==> src/rtl/hazard_unit.sv <==
// hazard_unit: data/control hazard detection for a 5-stage MIPS-style pipeline.
// Keeps shadow copies of the E, M and W stages and derives ALU operand forwarding,
// load-use and branch stalls, decode flush and a saturating stall-cycle counter.
// Optional feature macro: BRANCH_FWD_EN enables decode-stage branch comparator
// forwarding (forward_ad/forward_bd) and the matching branch stall. Without it,
// those outputs and the branch stall are tied to 0.
//
// Handshake: there is no valid/ready traffic here. Every output is a combinational
// function of the registered shadow stages plus the current decode inputs, and is
// meant to be sampled by the surrounding pipeline at the next rising clk edge.
module hazard_unit (
  input  logic        clk,
  input  logic        rst,
  input  logic [4:0]  rs_d,
  input  logic [4:0]  rt_d,
  input  logic [4:0]  write_reg_d,
  input  logic        reg_write_d,
  input  logic        mem_to_reg_d,
  input  logic        branch_d,
  input  logic        pc_src_d,
  output logic [1:0]  forward_ae,
  output logic [1:0]  forward_be,
  output logic        stall_f,
  output logic        stall_d,
  output logic        flush_e,
  output logic        flush_d,
  output logic        forward_ad,
  output logic        forward_bd,
  output logic [15:0] stall_cnt
);

  // One pipeline slot as seen by the hazard logic.
  typedef struct packed {
    logic [4:0] rs;
    logic [4:0] rt;
    logic [4:0] write_reg;
    logic       reg_write;
    logic       mem_to_reg;
  } stage_t;

  // An all-zero slot is a bubble: it writes nothing, so it can never match.
  localparam stage_t BUBBLE = '0;

  // Operand mux select encodings for the execute-stage ALU inputs.
  localparam logic [1:0] FWD_RF = 2'b00;
  localparam logic [1:0] FWD_WB = 2'b01;
  localparam logic [1:0] FWD_MEM = 2'b10;

  localparam logic [15:0] CNT_MAX = 16'hFFFF;

  stage_t stage_e;
  stage_t stage_m;
  stage_t stage_w;
  stage_t decode_slot;

  logic   lw_stall;
  logic   branch_stall;
  logic   stall;

  // A producing slot is only relevant when it really writes a non-zero register.
  function automatic logic writes_reg(input stage_t s, input logic [4:0] src);
    return s.reg_write && (s.write_reg != 5'd0) && (s.write_reg == src);
  endfunction

  // Destination of a slot matches either decode source; register 0 never matches.
  function automatic logic dest_hits_decode(input stage_t s, input logic [4:0] a,
                                            input logic [4:0] b);
    return (s.write_reg != 5'd0) && ((s.write_reg == a) || (s.write_reg == b));
  endfunction

  // Execute operand select: memory stage wins over writeback when both match.
  function automatic logic [1:0] operand_select(input logic [4:0] src, input stage_t m,
                                                input stage_t w);
    logic [1:0] sel;
    sel = FWD_RF;
    if (writes_reg(m, src)) begin
      sel = FWD_MEM;
    end else if (writes_reg(w, src)) begin
      sel = FWD_WB;
    end
    return sel;
  endfunction

  // Pack the decode-stage fields into the slot that will enter E.
  always_comb begin
    decode_slot            = BUBBLE;
    decode_slot.rs         = rs_d;
    decode_slot.rt         = rt_d;
    decode_slot.write_reg  = write_reg_d;
    decode_slot.reg_write  = reg_write_d;
    decode_slot.mem_to_reg = mem_to_reg_d;
  end

  // Advance the shadow pipeline; a stall inserts a bubble into E.
  always_ff @(posedge clk or posedge rst) begin
    if (rst) begin
      stage_e <= BUBBLE;
      stage_m <= BUBBLE;
      stage_w <= BUBBLE;
    end else begin
      stage_e <= stall ? BUBBLE : decode_slot;
      stage_m <= stage_e;
      stage_w <= stage_m;
    end
  end

  // Execute-stage operand forwarding selects.
  always_comb begin
    forward_ae = operand_select(stage_e.rs, stage_m, stage_w);
    forward_be = operand_select(stage_e.rt, stage_m, stage_w);
  end

  // Load-use: a load in E whose result the instruction in decode needs.
  always_comb begin
    lw_stall = stage_e.mem_to_reg && dest_hits_decode(stage_e, rs_d, rt_d);
  end

`ifdef BRANCH_FWD_EN
  // Branch comparator forwarding from M, plus stalls for results not yet available.
  always_comb begin
    forward_ad   = writes_reg(stage_m, rs_d);
    forward_bd   = writes_reg(stage_m, rt_d);
    branch_stall = branch_d &&
                   ((stage_e.reg_write && dest_hits_decode(stage_e, rs_d, rt_d)) ||
                    (stage_m.mem_to_reg && dest_hits_decode(stage_m, rs_d, rt_d)));
  end
`else
  // Branch comparator forwarding is absent: no decode forwarding, no branch stall.
  always_comb begin
    forward_ad   = 1'b0;
    forward_bd   = 1'b0;
    branch_stall = 1'b0;
  end

  // Fields only the branch logic would consume.
  logic unused_branch_fields;
  assign unused_branch_fields = ^{branch_d, stage_e.reg_write, stage_m.mem_to_reg};
`endif

  // Pipeline control: freeze F/D and bubble E on any stall; squash D on a taken branch.
  always_comb begin
    stall   = lw_stall || branch_stall;
    stall_f = stall;
    stall_d = stall;
    flush_e = stall;
    flush_d = pc_src_d && !stall;
  end

  // Count stalled cycles, holding at the maximum instead of wrapping.
  always_ff @(posedge clk or posedge rst) begin
    if (rst) begin
      stall_cnt <= 16'd0;
    end else if (stall && (stall_cnt != CNT_MAX)) begin
      stall_cnt <= stall_cnt + 16'd1;
    end
  end

  // Source fields of later stages are carried for observability only.
  logic unused_stage_fields;
  assign unused_stage_fields = ^{stage_m.rs, stage_m.rt, stage_w.rs, stage_w.rt,
                                 stage_w.mem_to_reg};

endmodule

==> config.mk <==
export PLATFORM = sky130hd
export DESIGN_NAME = hazard_unit
export DESIGN_NICKNAME = d
export VERILOG_FILES = /design/src/rtl/hazard_unit.sv
export SDC_FILE = /design/constraint.sdc
export NUM_CORES = 1
export LEC_CHECK = 0
export CAP_MARGIN = 20
export CORE_MARGIN = 10
export CORE_UTILIZATION = 45
export CTS_CLUSTER_SIZE = 24
export DETAILED_ROUTE_END_ITERATION = 12
export GPL_ROUTABILITY_DRIVEN = 0
export PLACE_DENSITY = 0.75
export SYNTH_ARGS = -nofsm -noshare
export SYNTH_HDL_FRONTEND = slang
export SYNTH_SLANG_ARGS = --single-unit
==> constraint.sdc <==
create_clock -name clk -period 2.3 [get_ports clk]
set_clock_uncertainty 0.2 [all_clocks]
set_input_delay 0.46 -clock clk [delete_from_list [all_inputs] [get_ports clk]]
set_output_delay 0.46 -clock clk [all_outputs]
set_load 0.05 [all_outputs]
* After elaboration in Yosys (flattened, before gate mapping) *
Index checks and enable logic that the tools add are counted.

storage, ports and cells
  flip-flop bits (word level) = 45
  latch bits = 0
  bits in writable memories = 0
  bits in read-only memories = 0
  output and inout port bits = 26
  word-level logic and storage cells = 38
  memories kept = 0

operators by class
  $add $sub $neg = 1
  multipliers = 0
  divide/modulo/power cells = 0
  magnitude comparators = 0
  equality and inequality tests = 7
  shifts and indexed selects = 0
  multiplexer cells = 5
  bitwise logic cells = 0
  reduce and logical (&&, ||, !) cells = 15

operator list
  cell                   number
  $eq 5x5->1             6
  $mux 17                1
  $add 16x1->16 const B  1
  $ne 16x16->1 const B   1
  $reduce_bool 5->1      3
  $logic_and 1x1->1      10
  $mux 2                 2
  $mux 1                 2
  $logic_not 1->1        1
  $logic_or 1x1->1       1

* Longest topological paths before layout *
Gate-level depths: netlist of run 1.

  depth in word-level cells = 6
  gate-level depth with buffers = 7

* Least setup slack after synthesis of run 1 *
OpenSTA, ideal clock, no wires.

  path type = register to output
  start point = reg stage_m[2] in the netlist's numbering
  end point = out forward_ae[0]
  arrival time = 2.990 ns
  setup slack = -1.350 ns
  cell stages (with the launch flop) = 5
  path buffers = 0
  cell sequence = dfrtp_1 > xnor2_1 > nand3_1 > nor4_1 > nor4_1

between the ends
  word-level cells in the longest chain between the ends = 4
  elaborated cells between the ends (all ways) = 5
  those cells by class = 1 x eq/ne; 1 x mux; 3 x reduce/logical

RTL lines
  item                    RTL line  RTL
  from (decl)             52        stage_t stage_m;
  from (signal assigned)  102       stage_m <= stage_e;
  $reduce_bool 5->1       62        return s.reg_write && (s.write_reg != 5'd0) && (s.write_reg == src);
  $logic_and 1x1->1       62
  $logic_and 1x1->1 (*)   62
  $mux 2 (*)              76        if (writes_reg(m, src)) begin
  to (decl)               21        output logic [1:0] forward_ae,

Mark *: on every way between the ends. The rest lies on a longest branch, timed or not.

* Worst setup path in the final report of run 1 *
  start point = reg stage_w[6] in the netlist's numbering
  end point = out forward_be[0]

between the ends
  word-level cells in the longest chain between the ends = 5
  elaborated cells between the ends (all ways) = 6
  those cells by class = 1 x eq/ne; 2 x mux; 3 x reduce/logical

RTL lines
  item                    RTL line  RTL
  from (decl)             53        stage_t stage_w;
  from (signal assigned)  103       stage_w <= stage_m;
  $reduce_bool 5->1       62
  $logic_and 1x1->1       62
  $logic_and 1x1->1 (*)   62
  $mux 1 (*)              78        end else if (writes_reg(w, src)) begin
  $mux 2 (*)              76
  to (decl)               22        output logic [1:0] forward_be,

Marked as above.

==> impl_results.md, run 1 <==
- Status: finished with violations
- Violated checks: setup timing
- Mean instance size in the synthesized netlist: between 10 and 15 sq um
- Multi-input logic area: 0.00108 sq mm
- Synth top area share: 53.7%
- Die W: 88.2 um
- Core box area: 0.00444 sq mm
- Top cells by count, synth: dfrtp_1 (45), xor2_1 (37), nor2b_1 (19)
- Post-DP HPWL: approximately 3.4 mm
- Slowest stage delay, CP: roughly 0.56 ns
- Clock transition at path regs: 0.08 ns
- Main area contributors after synthesis: dfrtp_1 (54%), xor2_1 (15%), nor2b_1 (5.7%), nor4_1 (3.3%), xnor2_1 (2.9%)
- Antenna cells: 0
- HP Class: reg -> reg
- Clock root buffer: clkbuf_8
- Sequential standard cell area: 0.00114 sq mm
- First-pass GRT wire length: 7.69 mm
- Slew @ Worst Pin: between 0.5 and 0.6 ns
- Max-Cap Viols: 0
- RR Endpoint: stall_cnt[15]$_DFFE_PP0P_
- 1st-pass router iterations: 4
- Vias in the first global route: 1569
- Seq/Total Area, Yosys: between 50% and 60%
- Syn Std Cell Area: 0.00210 sq mm
- Placed cell areas: between 0.002 and 0.003 sq mm
- Max-slew headroom: 65.9%
- Hold Path Sink: stage_m[1]$_DFF_PP0_
- Reg-to-reg slack, setup: 0.10 ns
- Setup WS post-layout: -0.308 ns
- Pwr Density: roughly 650 mW/mm^2
- Crit start category: flop
- I/O Buffers: 43
- Lkg Pwr: 1.38 nW
- Hold Path Origin: stage_e[1]$_DFF_PP0_
- Final #Nets: between 200 and 300
- Crit end category: output pin
- Period minus WS final: between 2 and 3 ns
- CTS max path bufs: 2
- WHS Path Cells: 0
- Post-DRT Antenna Nets: 0
- # DRC: 0
- Cell taking the most area after synthesis: dfrtp_1
- Register bit total from synthesis: 45
- Fillcell total: 321
- Worst VDD drop: roughly 0.39 mV
- Overflow after GRT: 0
- Max-slew violation count: 0
- Drt via density: 5.01
- Most common cell in the synthesized netlist: dfrtp_1
- Layout cells sized above 1: 30.5%
- Final period util: 113%
- Ys Warns: 0
- Skew-Pair Late Insertion Delay: roughly 0.30 ns
- Cells after Synth: 179
- Setup Viol. Count Final: 8
- Crit-path slowest cell: or4_4
- Die area: just under 0.008 sq mm
- TNS Setup: -1.17 ns
- Reg2reg start: stage_e[6]$_DFF_PP0_
- Initial Util: between 40% and 50%
- Routed wire length: between 4 and 5 mm
- Boundary Pins: between 40 and 50
- Number of synthesized flops with an enable pin: 0
- Site row count: 24
- Crit path max fanout: 3
- Crit path required time: 1.64 ns
- Number of DRC markers in iteration 0: 67
- CP Class: reg -> out
- CTS tree: built
- Number of buffers created by CTS: 5
- # H-tree levels: 2
- Hold_buf cts: 0
- Largest net degree at the start of global routing: 46
- GRT Overall Usage: 12.5%
- Ys flop type: dfrtp_1
- Via count: between 1000 and 1500
- Synth cell types: 31
- Die Y: 88.2 um
- WL/cell: around 15 um
- Total clock sinks: 45
- Ys async rst share: 100%
- Critical-path cell list: or4_1, o21ai_1, or4_4, nor4_4, buf_12
- Synth-to-Final Area Change: 48.2%
- RSZ-0062 raised after global routing: true
- Critical Path AT: between 1.5 and 2 ns
- Final Hold Viols: 0
- R2R cell count: 7
- Initial antenna violation count: 0
- Top achievable clock speed: 383 MHz
- Final instance area: 0.00311 sq mm
-- final cells by class --
class | count | area share (%)
inverter | 1 | 0.121
clock inverter | 2 | 1.13
multi-input combinational | 126 | 34.7
tap | 52 | 2.09
clock buffer | 6 | 2.34
timing repair buffer | 66 | 23.0
sequential | 45 | 36.7
-- repair_timing --
item | CTS | global route
endpoints found under the setup margin | 10 | 12
gates resized for setup | 19 | 9
setup buffers | 6 | 0
pin swaps | 10 | 4
-- report_power, final --
group          internal [mW]  switching (mW)
Clock                  0.322           0.253
Sequential             0.858          0.0698
Combinational          0.221           0.286
-- cell usage in the layout (no fill, tap or decap), types with 2 or more instances in the layout --
master / instances
nor2_1: 4
dlygate4sd2_1: 8
o21ai_4: 2
mux2_1: 2
nor3_2: 2
nor3_1: 2
dfrtp_1: 34
xnor2_1: 3
xor2_1: 37
nand3_1: 6
nand2_1: 8
buf_12: 11
clkdlybuf4s50_1: 24
or4_4: 5
xnor2_2: 4
nor4_1: 7
clkbuf_8: 5
nor2b_1: 18
dfrtp_2: 11
nor2_4: 2
dlymetal6s2s_1: 2
buf_4: 21
nand4_1: 3
nor4_4: 5
conb_1: 2
nor4b_1: 2
-- logic make-up (layout without fill, tap and decap cells) --
| family | Yosys count | in the layout | synth area share (%) |
|---|---|---|---|
| buf+inv | 9 | 75 | 2.63 |
| compound gates | 4 | 4 | 1.49 |
| other cells | 1 | 2 | 0.179 |
| xor+xnor | 44 | 44 | 18.4 |
| fa+ha+maj | 1 | 1 | 0.597 |
| mux | 2 | 2 | 1.07 |
| flops | 45 | 45 | 53.7 |
| simple gates | 73 | 73 | 21.9 |
-- metrics by stage --
| stage | power (mW) | utilization [%] | cells | worst slack (ns) | hold slack, ns |
|---|---|---|---|---|---|
| 2_1_floorplan | 1.22 | - | 180 | -0.191 | 0.131 |
| 3_3_place_gp | 1.42 | 64.8 | 284 | -0.282 | 0.133 |
| 3_5_place_dp | 1.43 | 64.8 | 284 | -0.314 | 0.136 |
| 4_1_cts | 2.03 | 69.2 | 298 | -0.358 | 0.158 |
| 5_1_grt | 2.10 | 69.9 | 298 | -0.391 | 0.166 |
| 6_report | 2.01 | 69.9 | 298 | -0.308 | 0.153 |
-- critical path: cells and delay by family, from the launching register on --
family | cells | cell delay (ns)
flops | 1 | 0.40
buf+inv | 1 | 0.18
compound gates | 1 | 0.07
simple gates | 3 | 1.02
-- metal layers --
metal / GRT usage (%) / part of all wire, %
met5: 0 / 0
met3: 3.22 / 4.7
met1: 15.7 / 43
met2: 20.4 / 51
met4: 4.85 / 1.1
-- worst max path at each step --
stage,start,endpoint,slack (ns),cells after the start
after CTS,stage_w[6]$_DFF_PP0_,forward_be[0],-0.36,5
after global routing,stage_w[6]$_DFF_PP0_,forward_ae[0],-0.39,5
after detailed placement,rt_d[2],flush_d,-0.31,7
after global placement,rt_d[0],flush_e,-0.28,7
final,stage_w[6]$_DFF_PP0_,forward_be[0],-0.31,5
after floorplan,stage_m[3]$_DFF_PP0_,forward_ae[0],-0.19,4
-- registers in the layout (all words and copies together), names as in the netlist --
| name | flops |
|---|---|
| stall_cnt | 16 |
| stage_m | 6 |
| stage_w | 6 |
| stage_e | 17 |
(Power assumes the default switching activity.)
==> run 2, diff against run 1 <==
- MAX_ROUTING_LAYER: not set -> met4
==> run 2 against run 1 <==
The run still ends with setup timing left; count of clock-buffer cells in the layout unchanged; register-to-register slack about the same; via count up 0.13%; first-iteration DRC count grew 24%; clock power barely moved; largest power group unchanged; highest routed layer unchanged.
==> impl_results.md, run 2 (synthesis results as in run 1) <==
- Violated checks: setup timing
- Sequential standard cell area: between 0.001 and 0.0015 sq mm
- Reg-to-reg slack, setup: 0.09 ns
- Number of flip-flops in the largest register: 17
- Layout cells sized above 1: 30.5%
- Clock root buffer: clkbuf_8
- CTS tree: built
- RSZ-0062 raised after global routing: true
- Placed cell areas: ~0.0029 sq mm
- Place WS: -0.314 ns
- Skew-Pair Late Insertion Delay: approximately 0.3 ns
- # DRC: 0
- Buffer and inverter count on the worst path: 1
- Crit path required time: 1.64 ns
- Max-slew violation count: 0
- Largest regs: stage_e (17), stall_cnt (16)
- Reg2reg start: stage_e[6]$_DFF_PP0_
- Crit path max fanout: 3
- RR Endpoint: stall_cnt[15]$_DFFE_PP0P_
- Die W: 88.2 um
- Final Hold Viols: 0
- Post-DRT Antenna Nets: 0
- Vias in the first global route: 1561
- Crit-path slowest cell: or4_4
- Power consumption: 2.01 mW
- Max-slew headroom: approximately 66%
- R2R cell count: 7
- Synth-to-Final Area Change: 48.3%
- Final instance area: just over 0.003 sq mm
- Via count: 1496
- Slowest stage delay, CP: 0.56 ns
- Number of buffers created by CTS: 5
- CTS max path bufs: 2
- Largest net degree at the start of global routing: 46
- WHS Path Cells: 0
- Overflow after GRT: 0
- Max-Cap Viols: 0
- 1st-pass router iterations: 4
- # H-tree levels: 2
- Final #Nets: about 270
- Met3 routed WL: 196 um
- Largest Register: stage_e
- Number of DRC markers in iteration 0: 83
- I/O Buffers: 43
- Boundary Pins: 47
- Site row count: 24
- WL/cell: 15.5 um
- Die area: between 0.007 and 0.008 sq mm
- Initial Util: approximately 47%
- Crit start category: flop
- Top achievable clock speed: between 300 and 400 MHz
- Hold Path Sink: stage_m[1]$_DFF_PP0_
- GRT Overall Usage: 12.9%
- Die Y: 88.2 um
- Status: finished with violations
- Antenna cells: 0
- Core box area: 0.00444 sq mm
- Total clock sinks: 45
- Initial antenna violation count: 0
- Fillcell total: around 320
- Max Used Layer: met4
- Delay-heaviest family, CP: simple AND/OR/NAND/NOR gates
- Critical Path AT: between 1.5 and 2 ns
- Worst VDD drop: approximately 0.39 mV
- Multi-input logic area: 0.00108 sq mm
- Final period util: 113%
- First-pass GRT wire length: around 7.7 mm
- Drt via density: ~5.0
- Critical-path cell list: or4_1, o21ai_1, or4_4, nor4_4, buf_12
- Slew @ Worst Pin: 0.511 ns
- Period minus WS final: 2.61 ns
- Hold Path Origin: stage_e[1]$_DFF_PP0_
- Pwr Density: 647 mW/mm^2
- Most common cell after layout, fill and taps aside: xor2_1
- Met1 wire length: 2.02 mm
- Most frequent cells in the layout: xor2_1 (37), dfrtp_1 (35), clkdlybuf4s50_1 (25)
- Routed wire length: 4.61 mm
- DR WL met2: 2.32 mm
- Post-DP HPWL: around 3.4 mm
- CP Class: reg -> out
- Setup Viol. Count Final: 8
- Setup WS post-layout: -0.308 ns
- Lkg Pwr: between 1 and 1.5 nW
- HP Class: reg -> reg
- Clock transition at path regs: 0.08 ns
- Critical path depth: 5
- Crit end category: output pin
## run 2: changes by cell type in the layout (fill, tap and decap cells not counted)
cell | previous run | this run
nor3_1 | 2 | 1
dfrtp_2 | 11 | 10
dfrtp_1 | 34 | 35
nor3_2 | 2 | 3
clkdlybuf4s50_1 | 24 | 25
dlymetal6s2s_1 | 2 | 1
## run 2: area by class of cell
cell class                 count  share of cell area, %
timing repair buffer          66                   22.9
clock inverter                 2                   1.13
multi-input combinational    126                   34.8
tap                           52                   2.09
sequential                    45                   36.6
inverter                       1                  0.121
clock buffer                   6                   2.33
## run 2: worst max path at each step
stage                    startpoint             to  slack (ns)
3_3_place_gp                rt_d[0]        flush_e       -0.28
5_1_grt        stage_w[6]$_DFF_PP0_  forward_ae[0]       -0.39
2_1_floorplan  stage_m[3]$_DFF_PP0_  forward_ae[0]       -0.19
3_5_place_dp                rt_d[2]        flush_d       -0.31
6_report       stage_w[6]$_DFF_PP0_  forward_be[0]       -0.31
4_1_cts        stage_w[6]$_DFF_PP0_  forward_be[0]       -0.36
## run 2: through the flow
stage               util, %  cells  hold slack, ns  TNS, ns
finish                 69.9    298           0.153    -1.18
global route           69.9    298           0.166    -1.78
CTS                    69.2    298           0.158    -1.45
detailed placement     64.8    284           0.136    -3.17
global placement       64.8    284           0.133    -3.06
floorplan                 -    180           0.131   -0.454
## run 2: layer usage
| layer | vias up | track usage (%) |
|---|---|---|
| met4 | 0 | 4.41 |
| met5 | - | - |
| met3 | 7 | 2.94 |
| met1 | 719 | 15.8 |
| met2 | 27 | 20.4 |
| li1 | 743 | - |
## run 2: worst reg2reg max path, stage by stage (launching register included)
cell,delay (ns)
dfrtp_1,0.42
or4_4,0.16
o21ai_4,0.06
buf_4,0.14
buf_4,0.13
or4_4,0.52
nor4_4,0.15
mux2_1,0.34
## run 2: timing repair
action / 4_1_cts / 5_1_grt
resized for setup: 19 / 8
setup buffers: 6 / 0
hold buffers: 0 / 0
endpoints found under the setup margin: 10 / 12
pin swaps: 10 / 5
## run 2: power by group
part / internal (mW) / switching (mW) / leakage, nW
clock network: 0.322 / 0.254 / 0.0552
logic: 0.221 / 0.287 / 0.774
registers: 0.858 / 0.0695 / 0.544
